## src/rtl/fetch_decode.sv

```systemverilog
// Instruction fetch and decode front end.
// Issues reads to a one-cycle-latency instruction memory, decodes each returned
// word and queues the result in a small FIFO for the downstream consumer.
// Fetch is credit-limited so every word in flight always has a free buffer slot.
module fetch_decode #(
  parameter int unsigned PC_W  = 5,
  parameter int unsigned DEPTH = 2
) (
  input  logic            clk,
  input  logic            rst_n,
  output logic            imem_req,
  output logic [PC_W-1:0] imem_addr,
  input  logic [23:0]     imem_rdata,
  input  logic            redirect,
  input  logic [PC_W-1:0] redirect_pc,
  output logic            out_valid,
  input  logic            out_ready,
  output logic [PC_W-1:0] out_pc,
  output logic            alu_sum,
  output logic            wb,
  output logic            mem_wb,
  output logic            op_eq,
  output logic            op_lt,
  output logic            reset_st,
  output logic            set_st,
  output logic [4:0]      dest,
  output logic [4:0]      source1,
  output logic [4:0]      source2,
  output logic [4:0]      source3,
  output logic            halted,
  output logic            illegal
);

  localparam int unsigned PtrW = (DEPTH > 1) ? $clog2(DEPTH) : 1;
  localparam int unsigned CntW = $clog2(DEPTH + 1);

  typedef enum logic [0:0] {StRun, StHalted} state_e;

  // ctrl order: {alu_sum, wb, mem_wb, op_eq, op_lt, reset_st, set_st}
  typedef struct packed {
    logic [PC_W-1:0] pc;
    logic [6:0]      ctrl;
    logic [19:0]     regs;
  } entry_t;

  state_e            state_q, state_d;
  logic [PC_W-1:0]   pc_q, pc_d;
  logic [PC_W-1:0]   rsp_pc_q, rsp_pc_d;
  logic              inflight_q, inflight_d;
  logic              illegal_q, illegal_d;
  logic [CntW-1:0]   count_q, count_d;
  logic [PtrW-1:0]   head_q, head_d, tail_q, tail_d;
  entry_t            mem_q [DEPTH];

  logic [3:0]        op;
  logic [6:0]        dec_ctrl;
  logic              is_halt, is_illegal;
  logic              pop, cap, push;
  int unsigned       occ;
  entry_t            head_entry;

  function automatic logic [PtrW-1:0] ptr_inc(input logic [PtrW-1:0] p);
    return (p == PtrW'(DEPTH - 1)) ? '0 : p + PtrW'(1);
  endfunction

  // Decode the word returned by memory this cycle.
  always_comb begin
    op         = imem_rdata[23:20];
    dec_ctrl   = '0;
    is_halt    = 1'b0;
    is_illegal = 1'b0;
    case (op)
      4'd0:    dec_ctrl = 7'b000_0000;
      4'd1:    dec_ctrl = 7'b110_0000;
      4'd2:    dec_ctrl = 7'b011_0000;
      4'd3:    dec_ctrl = 7'b000_1001;
      4'd4:    dec_ctrl = 7'b000_0101;
      4'd5:    dec_ctrl = 7'b000_0010;
      4'd15:   is_halt = 1'b1;
      default: is_illegal = 1'b1;
    endcase
  end

  // Fetch credit, capture, FIFO bookkeeping and run/halt control.
  always_comb begin
    pop  = out_valid & out_ready;
    // A redirect drops whatever word is returning in the same cycle.
    cap  = inflight_q & ~redirect;
    push = cap & ~is_halt;
    occ  = 32'(count_q) - 32'(pop) + 32'(inflight_q);

    imem_req  = rst_n & (state_q == StRun) & ~redirect & (occ < DEPTH);
    imem_addr = pc_q;

    state_d    = state_q;
    pc_d       = pc_q;
    rsp_pc_d   = pc_q;
    inflight_d = imem_req;
    illegal_d  = illegal_q | (cap & is_illegal);
    count_d    = count_q;
    head_d     = head_q;
    tail_d     = tail_q;

    if (redirect) begin
      state_d    = StRun;
      pc_d       = redirect_pc;
      inflight_d = 1'b0;
      count_d    = '0;
      head_d     = '0;
      tail_d     = '0;
    end else begin
      if (imem_req) pc_d = pc_q + PC_W'(1);
      if (cap && is_halt) begin
        // Park on the HALT address and kill the request issued alongside it.
        state_d    = StHalted;
        pc_d       = rsp_pc_q;
        inflight_d = 1'b0;
      end
      if (push) tail_d = ptr_inc(tail_q);
      if (pop)  head_d = ptr_inc(head_q);
      case ({push, pop})
        2'b10:   count_d = count_q + CntW'(1);
        2'b01:   count_d = count_q - CntW'(1);
        default: count_d = count_q;
      endcase
    end
  end

  // Control state with synchronous active-low reset.
  always_ff @(posedge clk) begin
    if (!rst_n) begin
      state_q    <= StRun;
      pc_q       <= '0;
      rsp_pc_q   <= '0;
      inflight_q <= 1'b0;
      illegal_q  <= 1'b0;
      count_q    <= '0;
      head_q     <= '0;
      tail_q     <= '0;
    end else begin
      state_q    <= state_d;
      pc_q       <= pc_d;
      rsp_pc_q   <= rsp_pc_d;
      inflight_q <= inflight_d;
      illegal_q  <= illegal_d;
      count_q    <= count_d;
      head_q     <= head_d;
      tail_q     <= tail_d;
    end
  end

  // Buffer storage; contents are only meaningful while counted as valid.
  always_ff @(posedge clk) begin
    if (push) begin
      mem_q[tail_q] <= '{pc: rsp_pc_q, ctrl: dec_ctrl, regs: imem_rdata[19:0]};
    end
  end

  assign head_entry = mem_q[head_q];
  assign out_valid  = (count_q != '0);
  assign out_pc     = head_entry.pc;
  assign {alu_sum, wb, mem_wb, op_eq, op_lt, reset_st, set_st} = head_entry.ctrl;
  assign {dest, source1, source2, source3} = head_entry.regs;
  assign halted     = (state_q == StHalted);
  assign illegal    = illegal_q;

endmodule

```

## config.mk

```make
export PLATFORM = sky130hd
export DESIGN_NAME = fetch_decode
export DESIGN_NICKNAME = d
export VERILOG_FILES = /design/src/rtl/fetch_decode.sv
export SDC_FILE = /design/constraint.sdc
export NUM_CORES = 1
export LEC_CHECK = 0
export CAP_MARGIN = 20
export CORE_ASPECT_RATIO = 1.5
export CORE_MARGIN = 4
export CORE_UTILIZATION = 45
export DETAILED_ROUTE_END_ITERATION = 8
export GPL_TIMING_DRIVEN = 0
export PLACE_DENSITY = 0.73
export SLEW_MARGIN = 10
export SYNTH_ARGS = -nofsm -noshare
export SYNTH_HDL_FRONTEND = slang
export SYNTH_SLANG_ARGS = --single-unit
```

## constraint.sdc

```tcl
create_clock -name clk -period 3.6 [get_ports clk]
set_input_delay 0.54 -clock clk [delete_from_list [all_inputs] [get_ports clk]]
set_output_delay 0.54 -clock clk [all_outputs]
set_load 0.03 [all_outputs]
```

Yosys cells after proc, flatten, opt, wreduce, memory -nomap -nowiden

Memories as Yosys holds them, arrays and structs flattened. A register that Yosys moved wholly into a read port is not among the register bits.
Index checks and enable logic that the tools add are counted.
Widths: inputs -> output; s select.

Register bits after elaboration: 17
RAM bits: 64
Input port bits: 33
Output and inout bits: 41
Memories: 1

Add/subtract/negate cells: 7
$lt $le $gt $ge: 1
Eq/ne operators: 8
Mux-type cells: 13
Bitwise gates (word level): 12
Reductions and logical operators: 8

Memory list:

| memory | depth | width | read ports | clocked after memory_dff | wr ports | RTL line | RTL |
|---|---|---|---|---|---|---|---|
| mem_q  | 2     | 32    | 1          | 1                        | 1        | 53       | `entry_t mem_q [DEPTH];` |

Operator list:

| kind                | count |
|---|---|
| $pmux 7 s5          | 1 |
| $lt 32x2->1 const B | 1 |
| $mux 5              | 3 |
| $eq 4x2->1 const B  | 2 |
| $eq 4x3->1 const B  | 2 |
| $mux 1              | 8 |
| $and 1x1->1         | 7 |
| $reduce_or 7->1     | 1 |
| $add 5x1->5 const B | 1 |
| $add 3x2->4         | 1 |
| $eq 4x1->1 const B  | 1 |
| $eq 4x4->1 const B  | 1 |
| $logic_not 4->1     | 1 |
| $not 1->1           | 4 |
| $pmux 2 s2          | 1 |
| $reduce_bool 2->1   | 2 |
| $reduce_bool 3->1   | 1 |
| $reduce_or 3->1     | 1 |
| $sub 2x1->3         | 1 |
| $add 1x1->1 const B | 2 |
| $add 2x1->2 const B | 1 |
| $eq 2x1->1 const B  | 1 |
| $eq 2x2->1 const B  | 1 |
| $reduce_or 2->1     | 1 |
| 3 further kinds     | 3 |

Depth between registers and ports, before layout

Depth after elaboration: 9
Gate-level depth with buffers: 10

Least setup slack after synthesis

OpenSTA, ideal clock, no wires.

Path kind: register to output
Start: register count_q[0]
End: output imem_req
Arrival: 2.622 ns
Data required time: 3.060 ns
Setup slack: 0.438 ns
Cell stages (with the launch flop): 10
Path buffers: 0
Cell sequence: dfxtp_1 > or2_1 > and2_1 > ha_1 > ha_1 > inv_1 > ha_1 > nor4bb_1 > mux2i_1 > nor2_1

Word-level cells in the longest chain between the ends: 6

RTL lines:

| element                | RTL line | RTL |
|---|---|---|
| from (decl)            | 51       | `logic [CntW-1:0] count_q, count_d;` |
| from (signal assigned) | 146      | `count_q <= count_d;` |
| $reduce_bool 2->1      | 160      | `assign out_valid = (count_q != '0);` |
| net out_valid          | 16       | `output logic out_valid,` |
| $and 1x1->1            | 86       | `pop = out_valid & out_ready;` |
| net pop                | 58       | `logic pop, cap, push;` |
| $sub 2x1->3            | 90       | `occ = 32'(count_q) - 32'(pop) + 32'(inflight_q);` |
| $add 3x2->4            | 90       |  |
| $lt 32x2->1            | 92       | `imem_req = rst_n & (state_q == StRun) & ~redirect & (occ < DEPTH);` |
| $and 1x1->1            | 92       |  |
| to (decl)              | 11       | `output logic imem_req,` |

The timed path passes the listed nets, and every way through them passes these cells.

Worst setup path in the final report

Start: register count_q[0]
End: output imem_req

Word-level cells in the longest chain between the ends: 6

RTL lines:

| element           | RTL line |
|---|---|
| $reduce_bool 2->1 | 160 |
| $and 1x1->1       | 86 |
| net pop           | 58 |
| $sub 2x1->3       | 90 |
| $add 3x2->4       | 90 |
| $lt 32x2->1       | 92 |
| $and 1x1->1       | 92 |

The timed path passes the listed nets, and every way through them passes these cells.

==> run metrics <==
status=finished, final reports clean; gr usage total=15.3%; area grow syn2layout=34.0%; Chip Width=78.6 µm; Die H=114 µm; max-cap check violation count=0; die area=8950 µm²; Tot Pwr=1.92 mW; fin util=62.0%; Final Net Count=352; Layout fillers=571; CTS root buf=clkbuf_8; Min Hold Slack=0.461 ns; Setup crit end kind=primary output; Peak VDD IR=206 µV; total wire length=6400 µm; min Tclk post-route=3.43 ns; crit path max fanout=4; Arrival @ worst endpoint=2.89 ns; initial antenna violation count=0; IO Pins=74; largest net degree at the start of global routing=24; vias per std cell=5.02; CTS H-tree lvls=3; crit share post-route=95.2%; final hold violation count=0; Cells after Synth=227; Post-synth top flop=edfxtp_1; most frequent CP cell=ha_1; worst rel slew slack=60.6%; Worst-path clk slew=0.08 ns; synth top area cells=edfxtp_1 (57%), mux2_1 (11%), dfxtp_1 (11%); cts hold-fix bufs=0; n_diodes=0; WP data required=3.06 ns; leak pwr=1.58 nW; Final Slew Violations=0; Vias=2100; slew at the pin closest to its max-slew limit=0.591 ns; CP startpoint=count_q[0]; slowest stage delay, CP=0.35 ns; final setup violation count=0; Congestion Overflow GR=0; Clock Sinks=82; hold_sp=rsp_pc_q[2]; Area after DPL=4280 µm²; drt wl/cell=15.3 µm; CP startpoint kind=flop; Critical-path top delay cell=dfxtp_1; syn_nets=266; Top delay family on crit path=simple AND/OR/NAND/NOR gates; largest family of logic cells by synthesized area=multiplexers; Hold Crit Class=flop to flop; Pwr Density=425 nW/µm²; Mapped Area=3360 µm²; Finished Layout Cells=418; num rows=38; Compound-Gate Fraction of Synth Area=4.28%; Initial Util=46.2%; Synth Area in Adders=2.23%; number of synthesized register bits=82; EDFF count, synth=64; Seq/Total Area, Yosys=67.9%; drt first pass iters=4; clock skew=0.00834 ns; most numerous cell in the Yosys netlist=edfxtp_1; buffer and inverter count on the worst path=2; yosys warns=0; DR DRC count=0; dpl cells=401; post-detail-place hpwl=4670 µm; synthesized area per cell=14.8 µm²; routability cong.=0.908; CP Cell Sequence=or2_1 > and2_1 > ha_1 > ha_1 > inv_1 > ha_1 > nor4bb_2 > mux2i_1 > nor2_1 > clkdlybuf4s15_2; core outline area=7270 µm²; Longest Clk Path Bufs=2; Yosys cell types=41; final antenna-violating net count=0; WS Path Type=flop to primary output; DR iter-0 viols=51; post-synth top area share=57.1%; vias in the first global route=2169; fmax=292 MHz; first-pass GRT wire length=10300 µm; share of synthesized registers carrying an async set or reset=0%; unrepaired setup endpoints after global routing=no; area leader, netlist=edfxtp_1; worst skew pair latency=0.34 ns; port buffer count=72; most instantiated cells after synthesis=edfxtp_1 (64), mux2_1 (34), dfxtp_1 (18); mux cell area share after synthesis=12.0%; CTS tree=done; share of cells above drive strength 1=8.18%; Synth Area in Simple Gates=10.6%; Design Area, Final=4510 µm²; CTS Buf Count=9; worst r2r src=count_q[0]; Post-Synth XOR/XNOR Area=1.04%
-- timing repair --
item / 4_1_cts / 5_1_grt
gates resized for setup: 3 / 2
endpoints found under the setup margin: 1 / 1
setup buffers: 1 / 0
hold endpoints to repair: 0 / 0
-- registers in the layout (all words and copies together) (netlist names), named ones only --
name and count:
inflight_q 1, count_q 2, rsp_pc_q 5, tail_q 1
mem_q 64, imem_addr 5, head_q 1, illegal 1
halted 1
-- layer usage --
layer | GRT usage (%) | wire, µm | vias up
li1 | - | - | 1021
met1 | 16.8 | 2520 | 991
met2 | 26.8 | 3370 | 72
met3 | 3.32 | 340 | 16
met4 | 8.63 | 166 | 0
met5 | 0 | 0 | -
-- area by class of cell --
class | count | area, µm² | area share, %
buffer | 8 | 38.8 | 0.860
clock buffer | 15 | 178 | 3.94
clock inverter | 1 | 30.0 | 0.666
inverter | 8 | 30.0 | 0.666
multi-input combinational | 129 | 1040 | 23.1
sequential | 82 | 2280 | 50.6
tap | 100 | 125 | 2.78
timing repair buffer | 75 | 785 | 17.4
-- per-stage QoR --
stage	TNS (ns)	setup WS (ns)
after floorplan	0	0.438
after global placement	-49.40	-0.770
after detailed placement	-0.359	-0.359
after CTS	0	0.0989
after global routing	0	0.00705
final	0	0.173
-- worst paths after layout --
path	to	slack, ns	depth (start not counted)
max	imem_req	0.17	10
max reg2reg	imem_addr[3]	0.64	10
min reg2reg	mem_q[0][29]	0.46	0
min	mem_q[0][29]	0.46	0
-- cell families (layout without fill, tap and decap cells) --
family	Yosys count	in the layout
AO/OA/AOI/OAI	18	18
adder cells (fa/ha/maj)	6	6
XOR/XNOR	4	4
buffers and inverters	16	107
multiplexers	36	36
AND/OR/NAND/NOR	65	65
flip-flops	82	82
-- placed cells by master (no fill, tap or decap), types with 3 or more instances in the layout --
cell type        Yosys  routed
nor3_1               5       5
buf_1                3       3
clkbuf_8             0      10
nor2_1              15      13
inv_1                8       8
a41o_1               4       4
mux2_1              34      34
ha_1                 6       6
dfxtp_1             18      18
edfxtp_1            64      64
nand3_1              5       5
clkbuf_1             3       7
or2_1                4       4
and2_1              10      10
nand4_1              3       3
a21oi_1              5       5
xnor2_1              3       3
clkdlybuf4s50_1      0      71
nand2_1              9       9
-- report_power, final --
part	internal, mW	switching [mW]	leakage, nW
Clock	0.383	0.296	0.103
Combinational	0.0899	0.0964	0.743
Sequential	1.04	0.00966	0.735
Total	1.51	0.402	1.58
No activity file was read; power rests on OpenSTA's default activity.
